[src/rtl/tia_frame_capture.sv]
// Captures the TIA pixel stream into a 160-wide framebuffer at y*H_PIXELS+x,
// clipping to H_PIXELS x V_LINES and signalling frame completion.
module tia_frame_capture #(
  parameter int H_PIXELS = 160,
  parameter int V_LINES  = 240,
  parameter int V_SKIP   = 0,
  parameter int AW       = 16
) (
  input  logic          clk,
  input  logic          reset,
  input  logic          pix_ce,
  input  logic [6:0]    tia_color,
  input  logic          tia_hblank,
  input  logic          tia_vblank,
  input  logic          tia_vsync,
  output logic [AW-1:0] fb_addr,
  output logic [6:0]    fb_data,
  output logic          fb_we,
  output logic          frame_done,
  output logic [8:0]    lines_captured,
  output logic [2:0]    dbg_state_o
);

  localparam int XW = $clog2(H_PIXELS + 1);

  typedef enum logic [2:0] {
    S_WAIT_VSYNC  = 3'd0,
    S_WAIT_VBLANK = 3'd1,
    S_SKIP        = 3'd2,
    S_ACTIVE      = 3'd3,
    S_HOLD        = 3'd4
  } state_t;

  state_t        state_q, state_d;
  logic [XW-1:0] x_q, x_d;
  logic [8:0]    y_q, y_d;
  logic [AW-1:0] line_base_q, line_base_d;
  logic [8:0]    skip_q, skip_d;
  logic          hb_q, vb_q, vs_q;
  logic [AW-1:0] fb_addr_q, fb_addr_d;
  logic [6:0]    fb_data_q, fb_data_d;
  logic          fb_we_q, fb_we_d;
  logic          frame_done_q, frame_done_d;
  logic [8:0]    lines_q, lines_d;

  logic          hb_rise, vb_rise, vb_fall, vs_rise, pix_vis;
  logic [XW-1:0] x_inc;

  assign hb_rise = pix_ce & tia_hblank & ~hb_q;
  assign vb_rise = pix_ce & tia_vblank & ~vb_q;
  assign vb_fall = pix_ce & ~tia_vblank & vb_q;
  assign vs_rise = pix_ce & tia_vsync & ~vs_q;
  assign pix_vis = pix_ce & ~tia_hblank & ~tia_vblank;
  assign x_inc   = (x_q == XW'(H_PIXELS)) ? x_q : x_q + XW'(1);

  // Write port: fb_we is a one-cycle strobe with no back-pressure; fb_addr and
  // fb_data are valid whenever fb_we is high and hold their last value otherwise.
  always_comb begin
    state_d      = state_q;
    x_d          = x_q;
    y_d          = y_q;
    line_base_d  = line_base_q;
    skip_d       = skip_q;
    fb_addr_d    = fb_addr_q;
    fb_data_d    = fb_data_q;
    fb_we_d      = 1'b0;
    frame_done_d = 1'b0;
    lines_d      = lines_q;

    if (vs_rise && state_q != S_WAIT_VSYNC) begin
      // Frame end outranks a coincident hblank rise, so y is reported unincremented.
      frame_done_d = 1'b1;
      lines_d      = y_q;
      state_d      = S_WAIT_VBLANK;
    end else begin
      case (state_q)
        S_WAIT_VSYNC: begin
          if (vs_rise) state_d = S_WAIT_VBLANK;
        end
        S_WAIT_VBLANK: begin
          if (vb_fall) begin
            skip_d      = 9'(V_SKIP);
            y_d         = '0;
            line_base_d = '0;
            x_d         = '0;
            state_d     = (V_SKIP > 0) ? S_SKIP : S_ACTIVE;
          end
        end
        S_SKIP: begin
          if (skip_q == 9'd0) begin
            state_d = S_ACTIVE;
          end else if (pix_vis) begin
            x_d = x_inc;
          end else if (hb_rise && x_q != '0) begin
            x_d    = '0;
            skip_d = skip_q - 9'd1;
            if (skip_q == 9'd1) state_d = S_ACTIVE;
          end
        end
        S_ACTIVE: begin
          if (pix_vis) begin
            if (x_q < XW'(H_PIXELS) && y_q < 9'(V_LINES)) begin
              fb_we_d   = 1'b1;
              fb_addr_d = line_base_q + AW'(x_q);
              fb_data_d = tia_color;
            end
            x_d = x_inc;
          end else if (hb_rise && x_q != '0) begin
            x_d = '0;
            if (y_q < 9'(V_LINES)) begin
              y_d         = y_q + 9'd1;
              line_base_d = line_base_q + AW'(H_PIXELS);
              if (y_q + 9'd1 == 9'(V_LINES)) state_d = S_HOLD;
            end
          end
          if (vb_rise) state_d = S_HOLD;
        end
        S_HOLD: begin
          state_d = S_HOLD;
        end
        default: state_d = S_WAIT_VSYNC;
      endcase
    end
  end

  always_ff @(posedge clk) begin
    if (!reset) begin
      state_q      <= S_WAIT_VSYNC;
      x_q          <= '0;
      y_q          <= '0;
      line_base_q  <= '0;
      skip_q       <= '0;
      hb_q         <= 1'b0;
      vb_q         <= 1'b0;
      vs_q         <= 1'b0;
      fb_addr_q    <= '0;
      fb_data_q    <= '0;
      fb_we_q      <= 1'b0;
      frame_done_q <= 1'b0;
      lines_q      <= '0;
    end else begin
      state_q      <= state_d;
      x_q          <= x_d;
      y_q          <= y_d;
      line_base_q  <= line_base_d;
      skip_q       <= skip_d;
      fb_addr_q    <= fb_addr_d;
      fb_data_q    <= fb_data_d;
      fb_we_q      <= fb_we_d;
      frame_done_q <= frame_done_d;
      lines_q      <= lines_d;
      if (pix_ce) begin
        hb_q <= tia_hblank;
        vb_q <= tia_vblank;
        vs_q <= tia_vsync;
      end
    end
  end

  assign fb_addr        = fb_addr_q;
  assign fb_data        = fb_data_q;
  assign fb_we          = fb_we_q;
  assign frame_done     = frame_done_q;
  assign lines_captured = lines_q;
  assign dbg_state_o    = state_q;

endmodule

[config.mk]
export PLATFORM = sky130hd
export DESIGN_NAME = tia_frame_capture
export DESIGN_NICKNAME = d
export VERILOG_FILES = /design/src/rtl/tia_frame_capture.sv
export SDC_FILE = /design/constraint.sdc
export NUM_CORES = 1
export LEC_CHECK = 0
export ABC_AREA = 1
export BUFFER_PORTS_ARGS = -buffer_cell sky130_fd_sc_hd__clkbuf_2
export CORE_MARGIN = 10
export CORE_UTILIZATION = 53
export DETAILED_ROUTE_END_ITERATION = 10
export HOLD_SLACK_MARGIN = 0.1
export PLACE_DENSITY = 0.74
export SLEW_MARGIN = 30
export SYNTH_ARGS = -nofsm -noshare
export SYNTH_HDL_FRONTEND = slang
export SYNTH_SLANG_ARGS = --single-unit
[constraint.sdc]
create_clock -name clk -period 1.6 [get_ports clk]
set_input_delay 0.24 -clock clk [delete_from_list [all_inputs] [get_ports clk]]
set_output_delay 0.24 -clock clk [all_outputs]
set_load 0.01 [all_outputs]
==> results of run 1 <==
## how the worst min path moves through the flow
stage	start	to	slack [ns]
2_1_floorplan	pix_ce	vb_q	0.39
3_3_place_gp	hb_q	hb_q	0.45
3_5_place_dp	skip_q[8]	skip_q[8]	0.45
4_1_cts	tia_color[3]	fb_data[3]	0.13
5_1_grt	tia_color[2]	fb_data[2]	0.15
6_report	tia_color[4]	fb_data[4]	0.14
## synthesized netlist by cell type (all sizes together) (9+ instances only)
| cell | n |
|---|---|
| a21oi | 44 |
| buf | 10 |
| clkbuf | 9 |
| dfxtp | 77 |
| ha | 10 |
| inv | 63 |
| nand2 | 151 |
| nand3 | 59 |
| nor2 | 111 |
| nor3 | 11 |
| o21ai | 54 |
| xor2 | 13 |
## cell type report
type                    instances  area (um^2)
multi-input cells             473         2592
fillers                       626         2222
flip-flops and latches         77         1558
repair buffers                103        726.9
inverters                      64        264.0
well taps                     102        127.6
clock buffers                   9        123.9
clock inverters                 6        112.6
## placed cells by master, fill, tap and decap left out, types with 2 or more instances in the layout
cell	netlist	layout
a21boi_0	2	2
a21oi_1	40	34
a21oi_2	4	9
buf_12	0	3
buf_4	3	48
bufinv_16	0	3
clkbuf_16	0	2
clkbuf_2	1	49
clkbuf_8	0	9
clkinv_4	0	2
dfxtp_1	77	66
dfxtp_2	0	10
ha_1	10	7
ha_4	0	2
inv_1	52	48
inv_2	9	11
nand2_1	146	130
nand2_2	4	12
nand2_4	1	9
nand3_1	55	49
nand3_2	3	9
nand3_4	1	2
nand4_1	3	3
nand4_4	1	2
nor2_1	104	98
nor2_2	4	6
nor2_4	3	7
nor3_1	11	9
nor3_2	0	2
o21ai_0	40	28
o21ai_1	12	20
o21ai_2	2	5
xnor2_1	6	6
xor2_1	13	13
## flip-flops by register name (all words and copies together), names as in the netlist, 3 cells and up
signal and cells:
dbg_state_o 3, fb_addr 16, fb_data 7, line_base_q 11
lines_captured 9, skip_q 9, x_q 8, y_q 9
## power by group through the flow
stage	Combinational, mW	Clock, mW	Sequential, mW
2_1_floorplan	1.35	0	2.22
3_3_place_gp	1.92	0	2.21
3_5_place_dp	1.96	0	2.22
4_1_cts	1.99	1.79	2.17
5_1_grt	2.88	1.87	2.23
6_report	2.65	1.77	2.21
## critical path: cells and delay by family, from the launching register on
family	cells	cell delay (ns)
compound gates	1	0.14
simple gates	7	0.66
fa+ha+maj	1	0.15
buf+inv	2	0.26
flops	1	0.33
## kinds of logic after synthesis
kind of cell / count (synthesis)
AOI/OAI and AO/OA: 104
buffers and inverters: 83
xor gates and xnor gates: 19
adders and majority gates: 10
DFF: 77
and+or+nand+nor: 338
## what timing repair did
item | 4_1_cts | 5_1_grt
endpoints found under the setup margin | 16 | 64
cloned | 0 | 4
pin swaps | 0 | 16
buffers inserted | 0 | 6
gates resized for setup | 7 | 87
## per-layer routing
layer,global-route usage (%),vias up,routed length [um]
met5,0,-,0
met2,29.91,154,5649
met1,23.75,2091,5228
li1,-,2231,-
met3,3.979,22,789
met4,6.134,0,185
## per-stage QoR
step	area (um^2)	total power, mW	utilization (%)	setup TNS [ns]
floorplan	4230	3.578	-	0
global placement	4858	4.129	62.87	-0.005793
detailed placement	4858	4.177	62.87	-0.1617
CTS	5115	5.953	66.19	-0.07091
global route	5505	6.990	71.24	-2.880
finish	5505	6.632	71.24	-0.05423
==> out/metrics.cfg, run 1 <==
[logic_synthesis]
synthesis.nets=654
yosys_warnings=0
synth_xor_area_share_pct=3.936
synth-edff-count=0
synth_cells=631
synth_flop_cell=dfxtp_1
yosysSeqAreaShare_pct=36.46
synthTopCellsByArea=dfxtp_1 36%, nand2_1 13%, nor2_1 9.2%, nand3_1 6.5%, a21oi_1 4.7%
synth_area_leader_cell=dfxtp_1
async_flop_share_pct=0
synthAdderAreaFrac_pct=2.959
synth_compound_area_share_pct=13.17
syn_avg_cell_area_um2=6.700
synth_top_family_by_area=simple AND/OR/NAND/NOR gates
yosysTopAreaCellShare_pct=36.46
yosys-mux-area-fraction_pct=0
synth-seq-cells=77
syn_area_um2=4228
yosysUniqueCellTypes=38
synth-simple-area-share_pct=34.66

[floorplanning]
io_pins=50
dieArea_um2=11950
chipWidth_um=109.3
design.core.area_um2=7727
row_count=32
start_util_pct=54.71
die_h_um=109.3

[place]
place_congestion=0.9285
post-place-ws_ns=-0.04845
place_hpwl_mm=8.132
portBuffers=49
place_inst=809

[global_routing]
grt_max_degree=32
grt_pass1_vias=4062
grt_usage_pct=18.40
grt_pass1_wl_mm=18.33
antenna_found_initial=0
grt_overflow=0

[worst_setup_path]
crit_chain=inv_2, ha_4, nand2_4, nor2_4, nand2_2, nand2_4, nand2_4, nand3_4, clkbuf_16, nand2_1, a21oi_1
critPathArrivalTime_ns=1.91
worst-r2r-cell-count=11
required_ns=1.90
cp_slowest_stage_delay_ns=0.33
cp_max_fo=10
crit_slowest_cell=dfxtp_2
path_class=flop to flop
crit_start=x_q[1]
r2r_slack_ns=-0.02
end_kind=flop
crit_end=line_base_q[10]
r2r-start=x_q[1]
crit_top_cell=nand2_4
worstSetupStartpointType=flop
r2r_end=line_base_q[10]

[timing]
rsz0062_at_grt=true
setup_ws_ns=-0.01667
max_slew_margin_pct=68.18
setup_violations=6
max_freq_mhz=618.6
finalHoldViolCount=0
final.setup_skew_ns=0.01018
finalCritPeriodShare_pct=101.0
period_needed_ns=1.617
maxSlewViolCount=0
hold_ws_ns=0.1400
worst_pin_slew_ns=0.4768

[clocking]
cts_inserted_buffers=9
htreeDepth=3
clk_pin_slew_worst_paths_ns=0.09
cts_root_buf=clkbuf_8
cts.sinks=77
clockBufferDepth=2
clk_latency_ns=0.36
ctsHoldBuffers=0
cts_tree=yes

[power_and_ir_drop]
p_per_area_nw_per_um2=1205
leakage_nw=2.415
p_comb_share_pct=39.9
ir_worst_vdd_uv=785.6
power_frac_seq_pct=33.3
p_int_mw=4.174
power_frac_clock_pct=26.7
p_sw_mw=2.458
p_sw_share_pct=37.06

[route]
routed_via_density=5.393
antenna_left=0
detail_route.wl_per_cell_um=14.21
route.detailed.drc=0
first_iter_violations=328
first_pass_iters=5
totalWireLength_mm=11.85
num_vias=4498

[outcome]
violations=negative setup slack
status=finished, violations left

[cells_and_area]
finalNonFillerCells=834
antenna_cells=0
finalNetCount=751
syn_to_final_growth_pct=30.22
layout-drive-gt1-share_pct=29.10

[run]
drv_cap=0

[hold_path]
holdPathStages=3
hold_class=input port to flop

Power figures use the tool's default switching activity.
==> inputs of run 2 (changes only) <==
--- a/config.mk
+++ b/config.mk
@@ -5,13 +5,13 @@
 export SDC_FILE = /design/constraint.sdc
 export NUM_CORES = 1
 export LEC_CHECK = 0
-export ABC_AREA = 1
+export ABC_AREA = 0
 export BUFFER_PORTS_ARGS = -buffer_cell sky130_fd_sc_hd__clkbuf_2
 export CORE_MARGIN = 10
-export CORE_UTILIZATION = 53
+export CORE_UTILIZATION = 52
 export DETAILED_ROUTE_END_ITERATION = 10
 export HOLD_SLACK_MARGIN = 0.1
-export PLACE_DENSITY = 0.74
+export PLACE_DENSITY = 0.76
 export SLEW_MARGIN = 30
 export SYNTH_ARGS = -nofsm -noshare
 export SYNTH_HDL_FRONTEND = slang
==> out/metrics.cfg, run 2 <==
[worst_setup_path]
path_class=flop to flop
worstSetupStartpointType=flop
r2r_slack_ns=-0.50
end_kind=flop
r2r_end=x_q[3]
r2r-start=x_q[0]
worst-r2r-cell-count=9
critPathArrivalTime_ns=2.39
required_ns=1.89
cp_max_fo=5

[route]
antenna_left=0
wl_met1_mm=4.957
dr_wl_met3_um=679
totalWireLength_mm=12.48
detail_route.wl_per_cell_um=17.05
dr_wl_met2_mm=6.535
maxUsedRoutingLayer=met4
route.detailed.drc=0
routed_via_density=5.656
first_iter_violations=222
first_pass_iters=7
num_vias=4140

[global_routing]
grt_max_degree=30
grt_usage_pct=20.70
antenna_found_initial=0
grt_overflow=0
grt_pass1_wl_mm=19.55
grt_pass1_vias=4143

[cells_and_area]
final_cell_mix=99 x buf_4, 71 x dfxtp_1, 57 x nand2_1
register_area_um2=1556
final_cell_area_um2=5871
final_core_util_pct=80.08
multi_input_comb_area_um2=2648
layout-drive-gt1-share_pct=43.13
syn_to_final_growth_pct=48.76
largest_reg_flops=16
layout_commonest_cell=buf_4
antenna_cells=0
num-fill-cells=454
finalNetCount=651

[clocking]
clk_latency_ns=0.37
cts_root_buf=clkbuf_8
clockBufferDepth=2
cts_tree=yes
htreeDepth=3
cts.sinks=77
clk_pin_slew_worst_paths_ns=0.08
cts_inserted_buffers=9

[hold_path]
holdPathStages=3
hold_start=tia_color[1]
holdPathEnd=fb_data[1]
hold_class=input port to flop

[logic_synthesis]
synth_cells=472
yosysSeqAreaShare_pct=39.06
async_flop_share_pct=0
syn_avg_cell_area_um2=8.361
yosys-top-cells-count=79 x nand2_1, 77 x dfxtp_1, 37 x nor2_1
yosys_warnings=0
yosysTopAreaCellShare_pct=39.06
synth-seq-cells=77
yosysUniqueCellTypes=62
synthTopCellsByArea=dfxtp_1 39%, nand2_1 7.5%, a21boi_0 4.8%, xnor2_1 4.0%, nor2_1 3.5%
synth_flop_cell=dfxtp_1
syn_area_um2=3946
synth_area_leader_cell=dfxtp_1
yosysMostFrequentCell=nand2_1
synth-edff-count=0
synthesis.nets=495

[power_and_ir_drop]
power_mw=6.635
leakage_nw=2.555
ir_worst_vdd_uv=622.0
p_per_area_nw_per_um2=1130

[floorplanning]
design.core.area_um2=7331
start_util_pct=53.83
die_h_um=107.1
io_pins=50
dieArea_um2=11470
chipWidth_um=107.1
row_count=31

[timing]
worst_pin_slew_ns=0.5338
rsz0062_at_grt=true
max_freq_mhz=476.9
period_needed_ns=2.097
setup_violations=64
finalHoldViolCount=0
maxSlewViolCount=0
setup_ws_ns=-0.4969
finalCritPeriodShare_pct=131.1
final.setup_skew_ns=0.009003
max_slew_margin_pct=64.28

[place]
place_area_um2=5062
portBuffers=49
place_congestion=0.9401
place_hpwl_mm=7.665
post-place-ws_ns=-0.5324

[run]
drv_cap=0

[outcome]
violations=negative setup slack
status=finished, violations left

-- run 2: area by class of cell --
cell class              instances  area share (%)
flip-flops and latches         77           26.51
well taps                      99           2.110
inverters                      12          0.7673
clock buffers                  11           2.408
repair buffers                173           22.08
clock inverters                 5           1.023
multi-input cells             355           45.10
-- run 2: kinds of logic (layout without fill, tap and decap cells) --
group	count (synthesis)	count (layout)	share of synthesized area, %
compound gates	114	114	20.86
xor+xnor	19	19	4.217
fa+ha+maj	10	10	3.171
buf+inv	41	201	4.661
flops	77	77	39.06
mux	3	3	0.7610
simple gates	208	209	27.27
-- run 2: worst max path at each step --
stage | from | to | cells past startpoint
2_1_floorplan | pix_ce | fb_addr[0] | 8
3_3_place_gp | x_q[0] | x_q[5] | 9
3_5_place_dp | x_q[0] | line_base_q[9] | 9
4_1_cts | x_q[0] | skip_q[7] | 8
5_1_grt | x_q[0] | dbg_state_o[1] | 9
6_report | x_q[0] | x_q[3] | 9
-- run 2: per-stage QoR --
step	std cells	hold WS (ns)	setup TNS [ns]
after floorplan	472	0.3792	-22.11
after global placement	694	0.4360	-25.71
after detailed placement	694	0.4421	-28.90
after CTS	730	0.1260	-20.81
after global routing	732	0.1373	-27.81
final	732	0.1332	-22.40
-- run 2: where the power goes --
group | total [mW] | switching [mW] | internal [mW] | leakage, nW
Clock | 1.53 | 0.767 | 0.767 | 0.0995
Combinational | 2.97 | 1.55 | 1.42 | 1.83
Sequential | 2.13 | 0.0863 | 2.05 | 0.625
-- run 2: worst max-delay path, cell delays in order (launching register included) --
cell	delay, ns
dfxtp_2	0.35
inv_2	0.05
ha_4	0.15
nand4b_1	0.08
nor2_1	0.06
a211oi_2	0.26
o2111ai_4	0.24
buf_6	0.19
or4b_1	0.48
a21boi_2	0.16
-- run 2: repair_timing --
item / 4_1_cts / 5_1_grt
cloned: 6 / 0
gates resized for setup: 59 / 57
hold endpoints to repair: 6 / 0
pin swaps: 19 / 42
setup buffers: 8 / 4
hold buffers: 6 / 0
endpoints found under the setup margin: 74 / 67
-- run 2: layer usage --
layer / vias up / GRT usage, %
met1: 1987 / 22.91
met5: - / 0
met2: 129 / 36.47
li1: 1994 / -
met3: 30 / 4.910
met4: 0 / 9.671
==> inputs of run 3 (changes only) <==
--- a/config.mk
+++ b/config.mk
@@ -7,6 +7,7 @@
 export LEC_CHECK = 0
 export ABC_AREA = 0
 export BUFFER_PORTS_ARGS = -buffer_cell sky130_fd_sc_hd__clkbuf_2
+export CORE_ASPECT_RATIO = 0.6
 export CORE_MARGIN = 10
 export CORE_UTILIZATION = 52
 export DETAILED_ROUTE_END_ITERATION = 10
==> out/metrics.cfg, run 3 (synthesis results as in run 2) <==
[timing]
setup_ws_ns=-0.6095
max_slew_margin_pct=69.00
finalHoldViolCount=0
maxSlewViolCount=0
worst_pin_slew_ns=0.4633
period_needed_ns=2.209
setup_violations=64
finalSetupTns_ns=-23.11
final.setup_skew_ns=0.008249
max_freq_mhz=452.6
rsz0062_at_grt=true
finalCritPeriodShare_pct=138.1

[clocking]
cts_tree=yes
cts_root_buf=clkbuf_16
cts.sinks=77
ctsHoldBuffers=0
cts_inserted_buffers=9
clk_pin_slew_worst_paths_ns=0.06
clockBufferDepth=2
htreeDepth=3
clk_latency_ns=0.34

[global_routing]
grt_pass1_wl_mm=19.42
grt_max_degree=29
antenna_found_initial=0
grt_pass1_vias=3928
grt_usage_pct=20.37
grt_overflow=0

[route]
antenna_left=0
totalWireLength_mm=12.33
routed_via_density=5.759
route.detailed.drc=0
num_vias=4187
first_iter_violations=362
detail_route.wl_per_cell_um=16.95
first_pass_iters=5

[cells_and_area]
final_cell_area_um2=5722
largest_reg_flops=16
finalNonFillerCells=727
finalNetCount=641
syn_to_final_growth_pct=44.99
final_cell_mix=102 x buf_4, 74 x nand2_1, 69 x dfxtp_1
antenna_cells=0
num-fill-cells=493
layout_commonest_cell=buf_4
layout-drive-gt1-share_pct=39.81

[worst_setup_path]
required_ns=1.86
end_kind=flop
cp_max_fo=4
worstSetupStartpointType=flop
critPathArrivalTime_ns=2.46
path_class=flop to flop
worst-r2r-cell-count=8

[power_and_ir_drop]
power_mw=6.923
p_per_area_nw_per_um2=1210
ir_worst_vdd_uv=930.9
leakage_nw=2.406

[outcome]
status=finished, violations left
violations=negative setup slack

[place]
place_hpwl_mm=8.176
place_congestion=0.9020
place_inst=698
portBuffers=49
place_area_um2=5061

[hold_path]
hold_class=input port to flop
holdPathStages=3

[floorplanning]
dieArea_um2=11590
io_pins=50
chipWidth_um=132.5
design.core.area_um2=7327
row_count=24
start_util_pct=53.86
die_h_um=87.48

[run]
drv_cap=0

run 3: what timing repair did:
item | 4_1_cts | 5_1_grt
endpoints found under the setup margin | 64 | 73
gates resized for setup | 38 | 25
pin swaps | 11 | 8
buffers inserted | 7 | 5
gates cloned | 2 | 0
run 3: area by class of cell:
type                            instances  area [um^2]  area share (%)
Multi-Input combinational cell        355         2536           44.33
Sequential cell                        77         1551           27.12
Timing Repair Buffer                  163         1157           20.23
Clock buffer                           11        242.7           4.242
Tap cell                              104        130.1           2.274
Clock inverter                          5        58.81           1.028
Inverter                               12        45.04          0.7872
run 3: metrics by stage:
stage                     utilization [%]  setup WS (ns)  hold slack [ns]
final                               78.09        -0.6095           0.1301
after global routing                78.09        -0.6988           0.1447
after CTS                           76.18        -0.4850           0.1197
after detailed placement            69.07        -0.5394           0.4425
after global placement              69.07        -0.4869           0.4354
after floorplan                         -        -0.4424           0.3792
run 3: where the power goes:
part           internal (mW)  total, mW  switching (mW)
combinational           1.27       2.73            1.46
clock                   1.25       2.06           0.807
sequential              2.04       2.14          0.0937
run 3: layer usage:
metal  vias to the layer above  global-route usage, %  share of wire [%]
met1                      1970                  26.05                 45
li1                       1974                      -                  -
met3                        31                  6.624                9.0
met5                         -                      0                  0
met2                       212                  31.18                 44
met4                         0                  8.350                2.3
run 3: final timing paths:
kind	start	end	slack [ns]
setup / recovery	y_q[0]	dbg_state_o[1]	-0.61
hold / removal	tia_color[1]	fb_data[1]	0.13
setup reg to reg	y_q[0]	dbg_state_o[1]	-0.61
hold reg to reg	fb_data[2]	fb_data[2]	0.45
run 3: critical path, cell delays in order, from the launching register on:
cell	delay (ns)
dfxtp_1	0.32
ha_1	0.23
and3_1	0.24
o21ai_0	0.28
nand3b_1	0.15
a311oi_2	0.31
buf_4	0.17
nand4b_1	0.18
a31oi_4	0.24
